File: src/rtl/map_port_arbiter.sv
// Round-robin arbiter sharing the tile-map write/read port between pac-man and ghost movers.
// One transaction in flight; READ, WRITE and WRITE_IF_FREE (read, then write unless the tile is a wall).
module map_port_arbiter #(
    parameter int unsigned N_REQ     = 5,
    parameter int unsigned AW        = 11,
    parameter int unsigned DW        = 4,
    parameter int unsigned MAP_SIZE  = 1200,
    parameter int unsigned WALL_CODE = 1
) (
    input  logic                  clk,
    input  logic                  reset,
    input  logic                  hold,
    input  logic [N_REQ-1:0]      req,
    input  logic [2*N_REQ-1:0]    op,
    input  logic [AW*N_REQ-1:0]   addr,
    input  logic [DW*N_REQ-1:0]   wdata,
    output logic [N_REQ-1:0]      ack,
    output logic [DW-1:0]         rsp_data,
    output logic                  rsp_ok,
    output logic                  busy,
    output logic [AW-1:0]         mem_addr,
    output logic                  mem_we,
    output logic [DW-1:0]         mem_wdata,
    input  logic [DW-1:0]         mem_rdata
);

    localparam int unsigned IW = (N_REQ > 1) ? $clog2(N_REQ) : 1;

    typedef enum logic [2:0] {
        ST_IDLE,
        ST_ISSUE,
        ST_WAIT,
        ST_CASW,
        ST_RESP
    } state_e;

    typedef enum logic [1:0] {
        OP_READ  = 2'b00,
        OP_WRITE = 2'b01,
        OP_WIF   = 2'b10,
        OP_RSVD  = 2'b11
    } op_e;

    state_e            r_state, w_state_next;
    op_e               r_op, w_op_next;
    logic [AW-1:0]     r_addr, w_addr_next;
    logic [DW-1:0]     r_wdata, w_wdata_next;
    logic [IW-1:0]     r_win, w_win_next;
    logic [IW-1:0]     r_ptr, w_ptr_next;
    logic [N_REQ-1:0]  r_ack, w_ack_next;
    logic [DW-1:0]     r_rsp_data, w_rsp_data_next;
    logic              r_rsp_ok, w_rsp_ok_next;
    logic              r_busy, w_busy_next;
    logic [AW-1:0]     r_mem_addr, w_mem_addr_next;
    logic              r_mem_we, w_mem_we_next;
    logic [DW-1:0]     r_mem_wdata, w_mem_wdata_next;

    logic              w_found;
    logic [IW-1:0]     w_grant;
    logic [IW-1:0]     w_cand;
    op_e               w_sel_op;
    logic [AW-1:0]     w_sel_addr;
    logic [DW-1:0]     w_sel_wdata;
    logic              w_sel_bad;

    // Round-robin search starting at the pointer, first set req wins.
    always_comb begin
        w_found = 1'b0;
        w_grant = '0;
        w_cand  = '0;
        for (int k = 0; k < int'(N_REQ); k++) begin
            w_cand = IW'((int'(r_ptr) + k) % int'(N_REQ));
            if (!w_found && req[w_cand]) begin
                w_found = 1'b1;
                w_grant = w_cand;
            end
        end
    end

    assign w_sel_op    = op_e'(op[2*w_grant +: 2]);
    assign w_sel_addr  = addr[AW*w_grant +: AW];
    assign w_sel_wdata = wdata[DW*w_grant +: DW];
    assign w_sel_bad   = (w_sel_addr >= AW'(MAP_SIZE)) || (w_sel_op == OP_RSVD);

    always_ff @(posedge clk) begin
        if (reset) begin
            r_state     <= ST_IDLE;
            r_op        <= OP_READ;
            r_addr      <= '0;
            r_wdata     <= '0;
            r_win       <= '0;
            r_ptr       <= '0;
            r_ack       <= '0;
            r_rsp_data  <= '0;
            r_rsp_ok    <= 1'b0;
            r_busy      <= 1'b0;
            r_mem_addr  <= '0;
            r_mem_we    <= 1'b0;
            r_mem_wdata <= '0;
        end else begin
            r_state     <= w_state_next;
            r_op        <= w_op_next;
            r_addr      <= w_addr_next;
            r_wdata     <= w_wdata_next;
            r_win       <= w_win_next;
            r_ptr       <= w_ptr_next;
            r_ack       <= w_ack_next;
            r_rsp_data  <= w_rsp_data_next;
            r_rsp_ok    <= w_rsp_ok_next;
            r_busy      <= w_busy_next;
            r_mem_addr  <= w_mem_addr_next;
            r_mem_we    <= w_mem_we_next;
            r_mem_wdata <= w_mem_wdata_next;
        end
    end

    // Next-state and next registered outputs; ack/mem_we are set one state early so they land in RESP/ISSUE/CASW.
    always_comb begin
        w_state_next     = r_state;
        w_op_next        = r_op;
        w_addr_next      = r_addr;
        w_wdata_next     = r_wdata;
        w_win_next       = r_win;
        w_ptr_next       = r_ptr;
        w_ack_next       = '0;
        w_rsp_data_next  = r_rsp_data;
        w_rsp_ok_next    = r_rsp_ok;
        w_mem_addr_next  = r_mem_addr;
        w_mem_we_next    = 1'b0;
        w_mem_wdata_next = r_mem_wdata;

        unique case (r_state)
            ST_IDLE: begin
                if (!hold && w_found) begin
                    w_op_next    = w_sel_op;
                    w_addr_next  = w_sel_addr;
                    w_wdata_next = w_sel_wdata;
                    w_win_next   = w_grant;
                    w_ptr_next   = (w_grant == IW'(N_REQ - 1)) ? '0 : w_grant + IW'(1);
                    if (w_sel_bad) begin
                        w_state_next        = ST_RESP;
                        w_ack_next[w_grant] = 1'b1;
                        w_rsp_ok_next       = 1'b0;
                        w_rsp_data_next     = '0;
                    end else begin
                        w_state_next    = ST_ISSUE;
                        w_mem_addr_next = w_sel_addr;
                        if (w_sel_op == OP_WRITE) begin
                            w_mem_we_next    = 1'b1;
                            w_mem_wdata_next = w_sel_wdata;
                        end
                    end
                end
            end
            ST_ISSUE: begin
                if (r_op == OP_WRITE) begin
                    w_state_next      = ST_RESP;
                    w_ack_next[r_win] = 1'b1;
                    w_rsp_ok_next     = 1'b1;
                    w_rsp_data_next   = '0;
                end else begin
                    w_state_next = ST_WAIT;
                end
            end
            ST_WAIT: begin
                w_rsp_data_next = mem_rdata;
                if (r_op == OP_READ) begin
                    w_state_next      = ST_RESP;
                    w_ack_next[r_win] = 1'b1;
                    w_rsp_ok_next     = 1'b1;
                end else if (mem_rdata == DW'(WALL_CODE)) begin
                    w_state_next      = ST_RESP;
                    w_ack_next[r_win] = 1'b1;
                    w_rsp_ok_next     = 1'b0;
                end else begin
                    w_state_next     = ST_CASW;
                    w_mem_addr_next  = r_addr;
                    w_mem_we_next    = 1'b1;
                    w_mem_wdata_next = r_wdata;
                end
            end
            ST_CASW: begin
                w_state_next      = ST_RESP;
                w_ack_next[r_win] = 1'b1;
                w_rsp_ok_next     = 1'b1;
            end
            ST_RESP: begin
                w_state_next = ST_IDLE;
            end
            default: begin
                w_state_next = ST_IDLE;
            end
        endcase

        w_busy_next = (w_state_next != ST_IDLE);
    end

    // Reset rising mid-transaction must suppress an ack or write already registered for this cycle.
    assign ack       = r_ack & {N_REQ{~reset}};
    assign mem_we    = r_mem_we & ~reset;
    assign rsp_data  = r_rsp_data;
    assign rsp_ok    = r_rsp_ok;
    assign busy      = r_busy;
    assign mem_addr  = r_mem_addr;
    assign mem_wdata = r_mem_wdata;

endmodule

File: config.mk
export PLATFORM = sky130hd
export DESIGN_NAME = map_port_arbiter
export DESIGN_NICKNAME = d
export VERILOG_FILES = /design/src/rtl/map_port_arbiter.sv
export SDC_FILE = /design/constraint.sdc
export NUM_CORES = 1
export LEC_CHECK = 0
export ABC_AREA = 1
export BUFFER_PORTS_ARGS = -buffer_cell sky130_fd_sc_hd__buf_2
export CAP_MARGIN = 20
export CORE_MARGIN = 3
export CORE_UTILIZATION = 30
export DETAILED_ROUTE_END_ITERATION = 16
export GPL_ROUTABILITY_DRIVEN = 0
export HOLD_SLACK_MARGIN = 0.08
export PLACE_DENSITY = 0.57
export SYNTH_ARGS = -nofsm -noshare
export SYNTH_HDL_FRONTEND = slang
export SYNTH_SLANG_ARGS = --single-unit
File: constraint.sdc
create_clock -name clk -period 7.05 [get_ports clk]
set_clock_uncertainty 0.05 [all_clocks]
set_input_delay 0.3525 -clock clk [delete_from_list [all_inputs] [get_ports clk]]
set_output_delay 0.3525 -clock clk [all_outputs]
set_load 0.03 [all_outputs]
## Word-level counts from Yosys, hierarchy flattened

Index checks and enable logic that the tools add are counted.

| storage, ports and cells | value |
|---|---|
| bits in latches | 0 |
| output and inout bits | 27 |
| bits of input ports | 97 |
| bits in writable memories | 0 |
| register bits | 53 |
| logic and storage cells | 144 |
| memories kept | 0 |
| bits in read-only memories | 0 |

| cells by class | value |
|---|---|
| multiplexer cells | 64 |
| equality and inequality tests | 16 |
| add/subtract/negate cells | 5 |
| divide/modulo/power cells | 5 |
| bitwise logic cells | 3 |
| reduce and logical (&&, ||, !) cells | 24 |
| shift-type cells | 3 |
| order comparisons | 10 |
| multipliers | 1 |

Operator list:

| operator | number |
|---|---|
| $mod 32x4->32 const B | 4 |
| $shiftx 55x8->11 | 1 |
| $mux 11 | 4 |
| $mux 3 | 11 |
| $mod 4x4->32 const B | 1 |
| $mux 4 | 8 |
| $lt 3x4->1 const B | 7 |
| $mux 5 | 5 |
| $mux 1 | 22 |
| $pmux 11 s2 | 1 |
| $pmux 5 s4 | 1 |
| $shiftx 20x6->4 | 1 |
| $bmux 1 s3 | 5 |
| $ne 2x2->1 const B | 7 |
| $pmux 3 s4 | 1 |
| $pmux 4 s3 | 1 |
| $ge 11x11->1 const B | 1 |
| $reduce_and 5->1 | 2 |
| $shiftx 10x5->2 | 1 |
| $add 3x2->4 const B | 2 |
| $pmux 4 s2 | 1 |
| $logic_and 1x1->1 | 7 |
| $mul 4x3->7 const A | 1 |
| $demux 1 s3 | 2 |
| other kinds (26) | 34 |

## Longest topological paths before layout

| logic depth | value |
|---|---|
| depth in word-level cells | 24 |
| mapped depth | 40 |
| gate-level depth less buffers | 39 |

## Worst setup path before layout

Ideal clock, no wire load.

| timing | value |
|---|---|
| kind | register -> register |
| start point | register r_ptr[0] |
| end point | register r_mem_addr[5] (netlist: mem_addr[5]) |
| required time | 6.862 ns |
| buffers on the path | 3 |
| setup slack | 2.607 ns |
| setup time | 0.138 ns |
| period minus slack after synthesis | 4.443 ns |
| stages on the path, launching flop included | 40 |
| arrival | 4.255 ns |
| cell sequence | dfxtp_1 buf_4 inv_2 ha_1 inv_1 ha_1 inv_1 ha_1 nor2_1 nand2_1 nand2_1 xor2_1 ha_1 nand2_1 nand2_1 nand2_1 nand2_1 nand2_2 (+4 left out) nand2_1 nand2_2 nor2_2 nand3_2 nand3_4 buf_6 nand2_1 inv_1 nor2_1 nor2_1 nand2_1 nor2_2 nand2_4 nand4_4 nand2_2 buf_6 nand2_2 a21oi_2 |

| between the ends | value |
|---|---|
| word-level cells in the longest chain between the ends | 22 |
| elaborated cells on any way between the ends | 50 |
| those cells by class | add/sub: 4; mul: 1; div: 5; order compare: 1; eq/ne: 3; shift: 2; mux: 23; reduce/logical: 11 |

Ends and longest elaborated chain:

| element | RTL line | source |
|---|---|---|
| from (decl) | 49 | `logic [IW-1:0] r_ptr, w_ptr_next;` |
| from (signal assigned) | 106 | `r_ptr <= w_ptr_next;` |
| branches (longest 22 deep; another with $mod 32x4->32) | - |  |
| to (signal assigned) | 111 | `r_mem_addr <= w_mem_addr_next;` |
| to (decl) | 54 | `logic [AW-1:0] r_mem_addr, w_mem_addr_next;` |

Several ways; the timed one is not identified. The select of a mux whose other input is x is not followed.
A chain may end at the register's enable or synchronous reset.

## Final worst setup path

| timing | value |
|---|---|
| start point | register r_ptr[1] |
| end point | register r_mem_addr[9] (netlist: mem_addr[9]) |

The elaborated chain is that of the path after synthesis.

==> impl_results.md <==
- Delay of the slowest cell on the worst path: ~800 ps
- Final number of hold-violating endpoints: 0
- Core ar.: between 15000 and 20000 sq um
- Number of buffers added by the clock tree synthesis step: 5
- RSZ-0062 raised after global routing: false
- Floorplan row count: 45
- Cell types with the largest area share after synthesis: sky130_fd_sc_hd__dfxtp_1, sky130_fd_sc_hd__nand2_1, sky130_fd_sc_hd__inv_1, sky130_fd_sc_hd__nand3_1, sky130_fd_sc_hd__nor2_1
- Count of H-tree levels built during CTS: 2
- Vertical die dimension: between 100 and 150 um
- Data arrival time of the critical path: 5730 ps
- Syn Inst Count: between 700 and 800
- Crit path max fanout: 20
- Share of post-route cells with drive strength above 1: approximately a quarter
- Max Cap Violations: 0
- Predominant post-synthesis flop cell: sky130_fd_sc_hd__dfxtp_1
- Post-placement cell count: around 1100
- Antenna violations before repair: 0
- Max Root-Sink Buffers: 2
- Critical path endpoint category: flop
- Total number of clock tree sinks: 53
- Launch point of the critical path: r_ptr[1]$_SDFFE_PP0P_
- Hold Buf Count CTS: 0
- Diode insertion count for antenna repair: 0
- Number of buffers added on ports: roughly 120
- Fraction of synthesis flops using an asynchronous set or reset pin: 0%
- Vias/cell: roughly 4.7
- Detailed-placement wirelength estimate: 11100 um
- Number of global-route vias before repair: around 4700
- Number of DRC violations after detailed-routing iteration 0: 300
- Count of buffers added by post-CTS timing repair for setup: 0
- First-pass GRT wire length: 23000 um
- Total global routing track utilization: roughly 15%
- WL per Instance: 12.9 um
- Count of yosys warnings during synthesis: 0
- Launch point of the worst hold path: mem_rdata[0]
- Critical path capture point: mem_addr[9]$_SDFFE_PP0P_
- Antenna Violating Nets Remaining: 0
- Required arrival time at the worst endpoint: 7220 ps
- Die X: approximately 130 um
- Buffer type at the clock tree root: sky130_fd_sc_hd__clkbuf_16
- Pin count of the biggest net entering global routing: 42
- Final period util: between 70% and 80%
- Number of distinct library cells after synthesis: 48
- Synthesized net count: roughly 900
- Drt total wl: about 14000 um
- Critical-path top delay cell: sky130_fd_sc_hd__o21ai_2
- Relative slew margins: approximately a third
- I/O pin count: between 100 and 150
- Number of nets in the layout: 1000
- TritonCTS clock tree: built
- Initial Utilization: roughly 31%
- Number of enable flip-flop cells after synthesis: 0
- CTS resizes: 0
- Final cell count without fillers: ~1100
- Proportion of netlist area held by the largest area contributor: between 20% and 30%
- Endpoint of the most critical register-to-register path: mem_addr[9]$_SDFFE_PP0P_
- Dominant cell type by area after synthesis: sky130_fd_sc_hd__dfxtp_1
- Hold WC Path Type: in -> reg
- Overall die area: 17700 sq um
- Mapped cell area: between 4000 and 5000 sq um
- Crit Path Category: reg -> reg
- Area growth from synthesis to final layout: 18.6%
- Actual transition at the worst max-transition pin: about 1000 ps
- Max Freq: approximately 0.18 GHz
- Congestion Overflow GR: 0
- Clock Pin Slew Worst Setup and Hold Paths: around 70 ps
- Pre-antenna DRT Iters: 6
- Sequential share of the synthesized area: between 20% and 30%
- Setup slack of the worst register-to-register path: 1480 ps
- Run status: finished, final reports clean
- Setup-violating endpoint count in the final report: 0
- Fill cell total of the finished layout: about 1700
- Depth of the worst register-to-register path: 33
- Synth Area per Inst: about 6.2 sq um
- Startpoint class of the critical path: flop
- Clock latency of the later-clocked register in the worst-skew pair: about 280 ps
- Number of register bits inferred by synthesis: 53
- Total Negative Setup Slacks: 0 ps
- Number of max-slew violations in the final report: 0
- Via count: between 5000 and 6000
- Drt drc: 0
- Clock period minus final worst setup slack: between 5000 and 6000 ps
- Reg2reg start: r_ptr[1]$_SDFFE_PP0P_
- Most used cell, CP: sky130_fd_sc_hd__nand2_1
[state kept, by name, summed over array words and instances, names as in the netlist]
register,count
busy,1
mem_addr,11
mem_wdata,4
r_ack,5
r_addr,11
r_mem_we,1
r_op,2
r_ptr,3
r_state,3
r_wdata,4
r_win,3
rsp_data,4
rsp_ok,1
[critical path, delay by kind of cell, from the launching register on]
family | cells | cell delay (ps)
AO/OA/AOI/OAI | 2 | 910
XOR/XNOR | 1 | 240
adder cells (fa/ha/maj) | 4 | 960
buffers and inverters | 4 | 500
flip-flops | 1 | 400
AND/OR/NAND/NOR | 22 | 2440
[routing by layer]
layer / track usage [%] / share of wire (%)
met4: 2.46 / 0.92
met2: 26.0 / 45
met5: 0 / 0
met3: 2.83 / 5.8
met1: 21.0 / 49
[cell usage in the layout (no fill, tap or decap), types with 11 or more instances in the layout]
cell type / instances
sky130_fd_sc_hd__nand2_2: 32
sky130_fd_sc_hd__nand3_1: 68
sky130_fd_sc_hd__nand2_1: 167
sky130_fd_sc_hd__a21oi_2: 11
sky130_fd_sc_hd__a21oi_1: 42
sky130_fd_sc_hd__nand4_1: 18
sky130_fd_sc_hd__buf_2: 123
sky130_fd_sc_hd__dfxtp_1: 53
sky130_fd_sc_hd__inv_1: 106
sky130_fd_sc_hd__o21ai_0: 49
sky130_fd_sc_hd__o21ai_1: 12
sky130_fd_sc_hd__o211ai_1: 11
sky130_fd_sc_hd__ha_1: 20
sky130_fd_sc_hd__nor2_1: 77
[cells in the mapped netlist, types with 7 or more instances]
| cell | count |
|---|---|
| sky130_fd_sc_hd__o21ai_0 | 49 |
| sky130_fd_sc_hd__nand2_2 | 32 |
| sky130_fd_sc_hd__nand4_1 | 18 |
| sky130_fd_sc_hd__o221ai_1 | 8 |
| sky130_fd_sc_hd__o211ai_1 | 11 |
| sky130_fd_sc_hd__nor2_2 | 8 |
| sky130_fd_sc_hd__inv_2 | 8 |
| sky130_fd_sc_hd__ha_1 | 20 |
| sky130_fd_sc_hd__nand3_2 | 8 |
| sky130_fd_sc_hd__xor2_1 | 7 |
| sky130_fd_sc_hd__nor2_1 | 77 |
| sky130_fd_sc_hd__nand3_1 | 68 |
| sky130_fd_sc_hd__a21oi_2 | 11 |
| sky130_fd_sc_hd__dfxtp_1 | 53 |
| sky130_fd_sc_hd__clkbuf_1 | 15 |
| sky130_fd_sc_hd__nand2_1 | 167 |
| sky130_fd_sc_hd__o21ai_1 | 13 |
| sky130_fd_sc_hd__inv_1 | 106 |
| sky130_fd_sc_hd__a21oi_1 | 42 |
[how the worst min path moves through the flow]
stage                          endpoint  slack, ps  depth (start not counted)
5_1_grt        rsp_data[0]$_SDFFE_PP0P_        410                          5
2_1_floorplan    r_addr[6]$_SDFFE_PP0P_        420                          2
6_report       rsp_data[0]$_SDFFE_PP0P_        380                          5
4_1_cts        rsp_data[0]$_SDFFE_PP0P_        380                          5
3_5_place_dp        rsp_ok$_SDFFE_PP0P_        410                          2
3_3_place_gp        rsp_ok$_SDFFE_PP0P_        410                          2
[area by class of cell]
| type | instances | area, sq um | share of cell area [%] |
|---|---|---|---|
| repair buffers | 128 | 653 | 11.3 |
| clock buffers | 7 | 133 | 2.30 |
| inverters | 121 | 460 | 8.00 |
| well taps | 211 | 264 | 4.59 |
| flip-flops and latches | 53 | 1060 | 18.4 |
| multi-input cells | 574 | 3180 | 55.2 |
| clock inverters | 1 | 7.51 | 0.130 |
[cells by family after synthesis]
group	after synthesis	synth area share (%)
flip-flops	53	21.9
AO/OA/AOI/OAI	148	18.5
AND/OR/NAND/NOR	398	40.3
XOR/XNOR	8	1.44
buffers and inverters	150	12.8
adder cells (fa/ha/maj)	20	5.15
[stage by stage]
| stage | hold WS (ps) | utilization (%) | setup slack (ps) | instance area (sq um) |
|---|---|---|---|---|
| after floorplan | 418 | - | 2610 | 4860 |
| after global placement | 407 | 36.1 | 1640 | 5620 |
| after detailed placement | 407 | 36.1 | 1530 | 5620 |
| after CTS | 377 | 37.0 | 1510 | 5760 |
| after global routing | 406 | 37.0 | 829 | 5760 |
| final | 376 | 37.0 | 1480 | 5760 |
Power is left out: the tool's default activity adds up to more than one toggle a clock period on the data nets, which glitch-free logic cannot reach.
